`config.mk`:
```
export PLATFORM = sky130hd
export DESIGN_NAME = axi_sram_slave
export DESIGN_NICKNAME = d
export VERILOG_FILES = /design/src/rtl/axi_sram_slave.sv
export SDC_FILE = /design/constraint.sdc
export NUM_CORES = 1
export LEC_CHECK = 0
export CAP_MARGIN = 15
export CORE_ASPECT_RATIO = 0.7
export CORE_MARGIN = 2
export CORE_UTILIZATION = 38
export CTS_CLUSTER_SIZE = 10
export DETAILED_ROUTE_END_ITERATION = 10
export PLACE_DENSITY = 0.89
export SYNTH_ARGS = -nofsm -noshare
export SYNTH_HDL_FRONTEND = slang
export SYNTH_SLANG_ARGS = --single-unit
```
`constraint.sdc`:
```
create_clock -name aclk -period 3.52 [get_ports aclk]
set_clock_uncertainty 0.1 [all_clocks]
set_input_delay 0.704 -clock aclk [delete_from_list [all_inputs] [get_ports aclk]]
set_output_delay 0.704 -clock aclk [all_outputs]
set_load 0.01 [all_outputs]
```
`src/rtl/axi_sram_slave.sv`:
```
// AXI3 responder in front of a single-port synchronous SRAM.
// Serves one read or write burst at a time. Simultaneous AR/AW requests are arbitrated round-robin.
module axi_sram_slave #(
  parameter int unsigned ADDR_W = 16,
  parameter int unsigned ID_W   = 4
) (
  input  logic              aclk,
  input  logic              aresetn,
  // read address channel
  input  logic [ID_W-1:0]   arid,
  input  logic [31:0]       araddr,
  input  logic [3:0]        arlen,
  input  logic [2:0]        arsize,
  input  logic [1:0]        arburst,
  input  logic              arvalid,
  output logic              arready,
  // read data channel
  output logic [ID_W-1:0]   rid,
  output logic [31:0]       rdata,
  output logic [1:0]        rresp,
  output logic              rlast,
  output logic              rvalid,
  input  logic              rready,
  // write address channel
  input  logic [ID_W-1:0]   awid,
  input  logic [31:0]       awaddr,
  input  logic [3:0]        awlen,
  input  logic [2:0]        awsize,
  input  logic [1:0]        awburst,
  input  logic              awvalid,
  output logic              awready,
  // write data channel
  input  logic [ID_W-1:0]   wid,
  input  logic [31:0]       wdata,
  input  logic [3:0]        wstrb,
  input  logic              wlast,
  input  logic              wvalid,
  output logic              wready,
  // write response channel
  output logic [ID_W-1:0]   bid,
  output logic [1:0]        bresp,
  output logic              bvalid,
  input  logic              bready,
  // SRAM port
  output logic              sram_en,
  output logic [3:0]        sram_wen,
  output logic [ADDR_W-1:0] sram_addr,
  output logic [31:0]       sram_wdata,
  input  logic [31:0]       sram_rdata
);

  localparam logic [1:0] BURST_FIXED = 2'b00;
  localparam logic [1:0] BURST_WRAP  = 2'b10;
  localparam logic [1:0] RESP_OKAY   = 2'b00;
  localparam logic [1:0] RESP_SLVERR = 2'b10;

  typedef enum logic [2:0] {
    IDLE    = 3'd0,
    RD_REQ  = 3'd1,
    RD_RESP = 3'd2,
    WR_DATA = 3'd3,
    WR_RESP = 3'd4
  } state_t;

  state_t            state_q, state_d;
  logic              rd_pri_q, rd_pri_d;
  logic [ID_W-1:0]   id_q, id_d;
  logic [31:0]       addr_q, addr_d;
  logic [3:0]        len_q, len_d;
  logic [1:0]        size_q, size_d;
  logic [1:0]        burst_q, burst_d;
  logic [3:0]        beat_q, beat_d;
  logic              err_q, err_d;
  logic              last_beat;

  // The write ID is not needed: only one burst is ever outstanding.
  logic unused_wid;
  assign unused_wid = ^wid;

  // Byte address of the next beat; WRAP only for legal wrap lengths, otherwise INCR.
  function automatic logic [31:0] next_addr(input logic [31:0] a, input logic [3:0] len,
                                            input logic [1:0] size, input logic [1:0] burst);
    logic [31:0] step;
    logic [31:0] inc;
    logic [31:0] mask;
    step = 32'(1) << size;
    inc  = a + step;
    mask = ((32'(len) + 32'd1) << size) - 32'd1;
    next_addr = inc;
    if (burst == BURST_FIXED) begin
      next_addr = a;
    end else if (burst == BURST_WRAP &&
                 (len == 4'd1 || len == 4'd3 || len == 4'd7 || len == 4'd15)) begin
      next_addr = (a & ~mask) | (inc & mask);
    end
  endfunction

  always_ff @(posedge aclk or negedge aresetn) begin
    if (!aresetn) begin
      state_q  <= IDLE;
      rd_pri_q <= 1'b1;
      id_q     <= '0;
      addr_q   <= '0;
      len_q    <= '0;
      size_q   <= '0;
      burst_q  <= '0;
      beat_q   <= '0;
      err_q    <= 1'b0;
    end else begin
      state_q  <= state_d;
      rd_pri_q <= rd_pri_d;
      id_q     <= id_d;
      addr_q   <= addr_d;
      len_q    <= len_d;
      size_q   <= size_d;
      burst_q  <= burst_d;
      beat_q   <= beat_d;
      err_q    <= err_d;
    end
  end

  always_comb begin
    state_d    = state_q;
    rd_pri_d   = rd_pri_q;
    id_d       = id_q;
    addr_d     = addr_q;
    len_d      = len_q;
    size_d     = size_q;
    burst_d    = burst_q;
    beat_d     = beat_q;
    err_d      = err_q;
    last_beat  = (beat_q == len_q);

    arready    = 1'b0;
    awready    = 1'b0;
    wready     = 1'b0;
    rvalid     = 1'b0;
    rlast      = 1'b0;
    bvalid     = 1'b0;
    rid        = id_q;
    rdata      = sram_rdata;
    rresp      = RESP_OKAY;
    bid        = id_q;
    bresp      = err_q ? RESP_SLVERR : RESP_OKAY;
    sram_en    = 1'b0;
    sram_wen   = 4'h0;
    sram_addr  = addr_q[ADDR_W+1:2];
    sram_wdata = 32'h0;

    unique case (state_q)
      IDLE: begin
        arready = arvalid & (~awvalid | rd_pri_q);
        awready = awvalid & (~arvalid | ~rd_pri_q);
        if (arvalid && awvalid) begin
          rd_pri_d = ~rd_pri_q;
        end
        if (arready) begin
          id_d    = arid;
          addr_d  = araddr;
          len_d   = arlen;
          size_d  = (arsize > 3'd2) ? 2'd2 : arsize[1:0];
          burst_d = arburst;
          beat_d  = 4'd0;
          state_d = RD_REQ;
        end else if (awready) begin
          id_d    = awid;
          addr_d  = awaddr;
          len_d   = awlen;
          size_d  = (awsize > 3'd2) ? 2'd2 : awsize[1:0];
          burst_d = awburst;
          beat_d  = 4'd0;
          err_d   = 1'b0;
          state_d = WR_DATA;
        end
      end

      RD_REQ: begin
        sram_en = 1'b1;
        state_d = RD_RESP;
      end

      // SRAM output is held while sram_en is low, so rdata stays stable under back-pressure.
      RD_RESP: begin
        rvalid = 1'b1;
        rlast  = last_beat;
        if (rready) begin
          if (last_beat) begin
            state_d = IDLE;
          end else begin
            addr_d  = next_addr(addr_q, len_q, size_q, burst_q);
            beat_d  = beat_q + 4'd1;
            state_d = RD_REQ;
          end
        end
      end

      // Beat count alone ends the burst; a misplaced wlast only flags an error.
      WR_DATA: begin
        wready = 1'b1;
        if (wvalid) begin
          sram_en    = 1'b1;
          sram_wen   = wstrb;
          sram_wdata = wdata;
          addr_d     = next_addr(addr_q, len_q, size_q, burst_q);
          beat_d     = beat_q + 4'd1;
          if (wlast != last_beat) begin
            err_d = 1'b1;
          end
          if (last_beat) begin
            state_d = WR_RESP;
          end
        end
      end

      WR_RESP: begin
        bvalid = 1'b1;
        if (bready) begin
          err_d   = 1'b0;
          state_d = IDLE;
        end
      end

      default: begin
        state_d = IDLE;
      end
    endcase
  end

endmodule

```
==> flow_metrics.py, run 1 <==
metrics = {
    "floorplan": {
        "io_pins": 273,
        "die_w_um": 130.4,
        "core.rowCount": 32,
        "start_util": 0.3875,
        "coreArea_um2": 10970,
        "dieArea_um2": 12060,
        "die_y_um": 92.50,
    },
    "layout": {
        "multi_input_area_um2": 2636,
        "design_area_um2": 5929,
        "nNetsFinal": 856,
        "drive_gt1_frac": 0.07090,
        "area_delta_synth_final_pct": 39.46,
        "final_cell_mix": "clkdlybuf4s50_1, nand2_1, and2_1, nor2_1, dfrtp_1",
        "final-seq-area_um2": 977.2,
        "fillCellCount": 1044,
        "layout_commonest_cell": "clkdlybuf4s50_1",
        "final_cells": 831,
    },
    "worst_setup_path": {
        "critPathLaunchType": "input port",
        "crit_top_cell": "clkdlybuf4s50_1",
        "slowest_delay_ns": 0.55,
        "cpLargestDelayFamily": "buffers and inverters",
        "setup.worst_path.class": "in2out",
        "worstPathCellList": "clkdlybuf4s50_1 > and4b_1 > buf_4 > and2_1 > clkdlybuf4s50_1",
        "crit_fanout": 37,
        "required_ns": 2.72,
        "cp_slowest_cell": "clkdlybuf4s50_1",
        "crit_path_end_kind": "output port",
        "crit_buf_inv": 3,
        "arrival_ns": 2.43,
    },
    "place": {
        "port_buffers": 173,
        "place_area_um2": 5734,
        "placedCellCount": 822,
        "gp_congestion": 0.9541,
        "dpl_worst_slack_ns": 0.2808,
        "hpwl_mm": 10.57,
    },
    "power_and_ir_drop": {
        "leakagePower_uw": 0.002415,
        "powerDensity_nw_per_um2": 949.7,
        "ir_drop_mv": 0.4828,
    },
    "routing": {
        "ant_nets": 0,
        "routed_wl_mm": 13.78,
        "drc": 0,
        "first_iter_violations": 461,
        "vias": 4567,
        "avgViaCountPerCell": 5.496,
        "wl_per_cell_um": 16.58,
        "firstDrtPassIters": 5,
    },
    "synthesis": {
        "syn_avg_cell_area_um2": 7.538,
        "ys.warnings.count": 0,
        "synth_enable_flop_cells": 0,
        "synth-seq-area-share": 0.2298,
        "synth_ff_type": "dfrtp_1",
        "synth_area_um2": 4252,
        "netlist_instances": 564,
        "ys_seq_elements": 39,
        "async_flop_share": 1.000,
        "ys_types": 73,
    },
    "grt": {
        "antenna_found_initial": 1,
        "grt_use_total": 0.2235,
        "grt-ovfl-total": 0,
        "grt_pass1_wl_mm": 21.29,
        "grt_max_degree": 40,
        "grt_pass1_vias": 4163,
    },
    "clocking": {
        "cts.clk_slew.worst_paths_ns": 0.06,
        "post_cts_buffers": 0,
        "root_buffer": "clkbuf_16",
        "clock_path_buffers": 2,
        "clkSinkCount": 39,
        "clock_latency_ns": 0.29,
        "ctsHoldBuffers": 0,
        "numCtsBuffers": 5,
        "cts-resized-gates": 0,
        "htreeDepth": 2,
        "cts_tree": "done",
    },
    "sta": {
        "hold_viol_final": 0,
        "holdWs_ns": 0.3874,
        "slew_violations": 0,
        "fmax_ghz": 0.3090,
        "rsz0062_at_grt": "no",
        "post-route-period-util": 0.9193,
        "tightestPinTransition_ns": 0.9522,
        "finalWorstSetupSlack_ns": 0.2840,
        "finalSetupTns_ns": 0,
        "relSlewSlack": 0.3652,
        "min_period_ns": 3.236,
        "finalSetupViolCount": 0,
    },
    "worst_hold_path": {
        "hp-class": "reg2reg",
    },
    "run": {
        "cap_violations": 0,
    },
    "outcome": {
        "status": "completed",
    },
}
-- per-layer routing --
metal | vias up | part of all wire | track usage
met5 | - | 0 | 0
met4 | 0 | 0.019 | 0.06294
met3 | 23 | 0.14 | 0.06875
met2 | 301 | 0.44 | 0.3508
met1 | 2069 | 0.41 | 0.2971
li1 | 2174 | - | -
-- worst min-delay path, delay by kind of cell, from the launching register on --
family | cells | cell delay (ns)
flops | 1 | 0.35
simple gates | 1 | 0.05
compound gates | 1 | 0.06
-- synth_stat cells (16+ instances only) --
| master | number | area [µm²] |
|---|---|---|
| nor2_1 | 38 | 142.6 |
| inv_1 | 16 | 60.06 |
| o21ai_0 | 20 | 100.1 |
| a21oi_1 | 26 | 130.1 |
| a31oi_1 | 17 | 106.4 |
| nand3_1 | 18 | 90.09 |
| clkbuf_1 | 17 | 63.81 |
| dfrtp_1 | 38 | 950.9 |
| and2_1 | 40 | 250.2 |
| nand2_1 | 78 | 292.8 |
| buf_4 | 57 | 427.9 |
-- kinds of logic (layout without fill, tap and decap cells) --
logic type	count (synthesis)	count (layout)	synth area share
and+or+nand+nor	237	237	0.2790
xor gates and xnor gates	17	17	0.03679
other	1	4	0.0008820
buffers and inverters	105	216	0.1519
AOI/OAI and AO/OA	144	144	0.2431
muxes	11	11	0.02737
DFF	39	39	0.2298
adders and majority gates	10	10	0.03120
-- per-stage QoR --
| step | total power, µW | utilization |
|---|---|---|
| CTS | 5553 | 0.5403 |
| finish | 5631 | 0.5405 |
| global placement | 4813 | 0.5227 |
| global route | 6026 | 0.5405 |
| floorplan | 3745 | - |
| detailed placement | 4904 | 0.5227 |
-- where the power goes --
group,internal (µW),total (µW),switching (µW),leakage [µW]
sequential,688,1030,337,0.000452
combinational,1790,3990,2200,0.00187
clock,407,614,207,0.0000900
total,2890,5630,2740,0.00241
-- path summary, 6_finish.rpt --
path	slack, ns	startpoint	cells after the start	end
max in group asynchronous	2.26	aresetn	1	state_q[2]
min	0.39	flop	2	flop
max	0.28	wvalid	5	sram_wdata[28]
max reg2reg	0.44	size_q[1]	10	flop
min reg2reg	0.39	flop	2	flop
min in group asynchronous	0.46	aresetn	1	async pin
-- final cells by class --
| cell class | instances | share of cell area |
|---|---|---|
| antenna | 1 | 0.0004220 |
| clock buffer | 5 | 0.02110 |
| clock inverter | 3 | 0.01139 |
| inverter | 16 | 0.01013 |
| multi-input combinational | 422 | 0.4446 |
| sequential | 39 | 0.1648 |
| tap | 153 | 0.03229 |
| timing repair buffer | 192 | 0.3153 |
(Power assumes the default switching activity.)
==> run 2, diff against run 1 <==
--- a/config.mk
+++ b/config.mk
@@ -11,6 +11,7 @@
 export CORE_UTILIZATION = 38
 export CTS_CLUSTER_SIZE = 10
 export DETAILED_ROUTE_END_ITERATION = 10
+export GPL_ROUTABILITY_DRIVEN = 0
 export PLACE_DENSITY = 0.89
 export SYNTH_ARGS = -nofsm -noshare
 export SYNTH_HDL_FRONTEND = slang
==> flow_metrics.py, run 2 (synthesized netlist as in run 1, its figures left out) <==
metrics = {
    "outcome": {
        "status": "completed",
    },
    "worst_setup_path": {
        "r2r_cells": 10,
        "worstPathCellList": "clkdlybuf4s50_1 > and4b_1 > buf_12 > and2_1 > clkdlybuf4s50_1",
        "cpLargestDelayFamily": "buffers and inverters",
        "cp.depth": 5,
        "arrival_ns": 2.38,
        "crit_path_end_kind": "output port",
        "crit_fanout": 36,
        "critPathLaunchType": "input port",
        "cp_slowest_cell": "clkdlybuf4s50_1",
        "crit_top_cell": "clkdlybuf4s50_1",
        "required_ns": 2.72,
        "slowest_delay_ns": 0.55,
        "setup.worst_path.class": "in2out",
        "crit_buf_inv": 3,
    },
    "floorplan": {
        "dieArea_um2": 12060,
        "coreArea_um2": 10970,
        "io_pins": 273,
        "die_y_um": 92.50,
        "core.rowCount": 32,
        "start_util": 0.3875,
        "die_w_um": 130.4,
    },
    "routing": {
        "first_iter_violations": 337,
        "routed_wl_mm": 13.44,
        "firstDrtPassIters": 7,
        "drc": 0,
        "wl_per_cell_um": 16.25,
        "avgViaCountPerCell": 5.415,
        "vias": 4478,
        "ant_nets": 0,
    },
    "clocking": {
        "cts.clk_slew.worst_paths_ns": 0.06,
        "post_cts_buffers": 0,
        "cts-resized-gates": 0,
        "cts_tree": "done",
        "htreeDepth": 2,
        "clock_path_buffers": 2,
        "ctsHoldBuffers": 0,
        "root_buffer": "clkbuf_16",
        "numCtsBuffers": 5,
        "clock_latency_ns": 0.28,
        "clkSinkCount": 39,
    },
    "place": {
        "place_area_um2": 5724,
        "port_buffers": 173,
        "hpwl_mm": 10.47,
    },
    "sta": {
        "finalSetupViolCount": 0,
        "tightestPinTransition_ns": 0.9530,
        "rsz0062_at_grt": "no",
        "min_period_ns": 3.181,
        "finalSetupTns_ns": 0,
        "post-route-period-util": 0.9037,
        "hold_viol_final": 0,
        "slew_violations": 0,
        "fmax_ghz": 0.3144,
        "relSlewSlack": 0.3647,
    },
    "grt": {
        "grt_use_total": 0.2225,
        "grt_pass1_wl_mm": 21.29,
        "antenna_found_initial": 0,
        "grt-ovfl-total": 0,
        "grt_pass1_vias": 4065,
        "grt_max_degree": 40,
    },
    "power_and_ir_drop": {
        "ir_drop_mv": 0.4307,
        "power_uw": 5446,
        "leakagePower_uw": 0.002400,
        "powerDensity_nw_per_um2": 923.4,
    },
    "layout": {
        "area_delta_synth_final_pct": 38.73,
        "final_cell_mix": "clkdlybuf4s50_1, nand2_1, and2_1, nor2_1, dfrtp_1",
        "layout_commonest_cell": "clkdlybuf4s50_1",
        "diodes": 0,
        "design_area_um2": 5898,
        "fin_util": 0.5376,
        "nNetsFinal": 853,
        "drive_gt1_frac": 0.06677,
    },
    "worst_hold_path": {
        "hp-class": "reg2reg",
        "min_path_cells": 1,
    },
    "run": {
        "cap_violations": 0,
    },
}
-- run 2: final timing paths --
path | end | startpoint | slack (ns)
max | sram_wen[2] | wvalid | 0.34
min | rd_pri_q | rd_pri_q | 0.40
max reg2reg | flop | size_q[0] | 0.53
min reg2reg | rd_pri_q | rd_pri_q | 0.40
max in group asynchronous | async pin | aresetn | 2.25
min in group asynchronous | async pin | aresetn | 0.48
-- run 2: final cells by class --
| cell class | count | area, µm² |
|---|---|---|
| fillers | 1031 | 5072 |
| multi-input cells | 422 | 2636 |
| repair buffers | 189 | 1859 |
| flip-flops and latches | 39 | 977.2 |
| well taps | 153 | 191.4 |
| clock buffers | 6 | 138.9 |
| inverters | 16 | 60.06 |
| clock inverters | 2 | 35.03 |
-- run 2: per-layer routing --
metal / global-route usage / vias up / share of wire
met4: 0.03369 / 0 / 0.011
met1: 0.3078 / 2068 / 0.43
met2: 0.3626 / 232 / 0.45
met5: 0 / - / 0
met3: 0.05026 / 15 / 0.10
li1: - / 2163 / -
-- run 2: through the flow --
stage	instances	hold slack, ns	setup slack, ns
after floorplan	566	0.3084	0.8974
after global placement	819	0.3766	0.3452
after detailed placement	819	0.3867	0.3259
after CTS	827	0.4029	0.3434
after global routing	827	0.4121	0.2490
final	827	0.3986	0.3391
-- run 2: power breakdown --
part           internal (µW)  leakage, µW  switching (µW)
clock network            353    0.0000868             180
registers                688     0.000452             320
logic                   1770      0.00186            2140
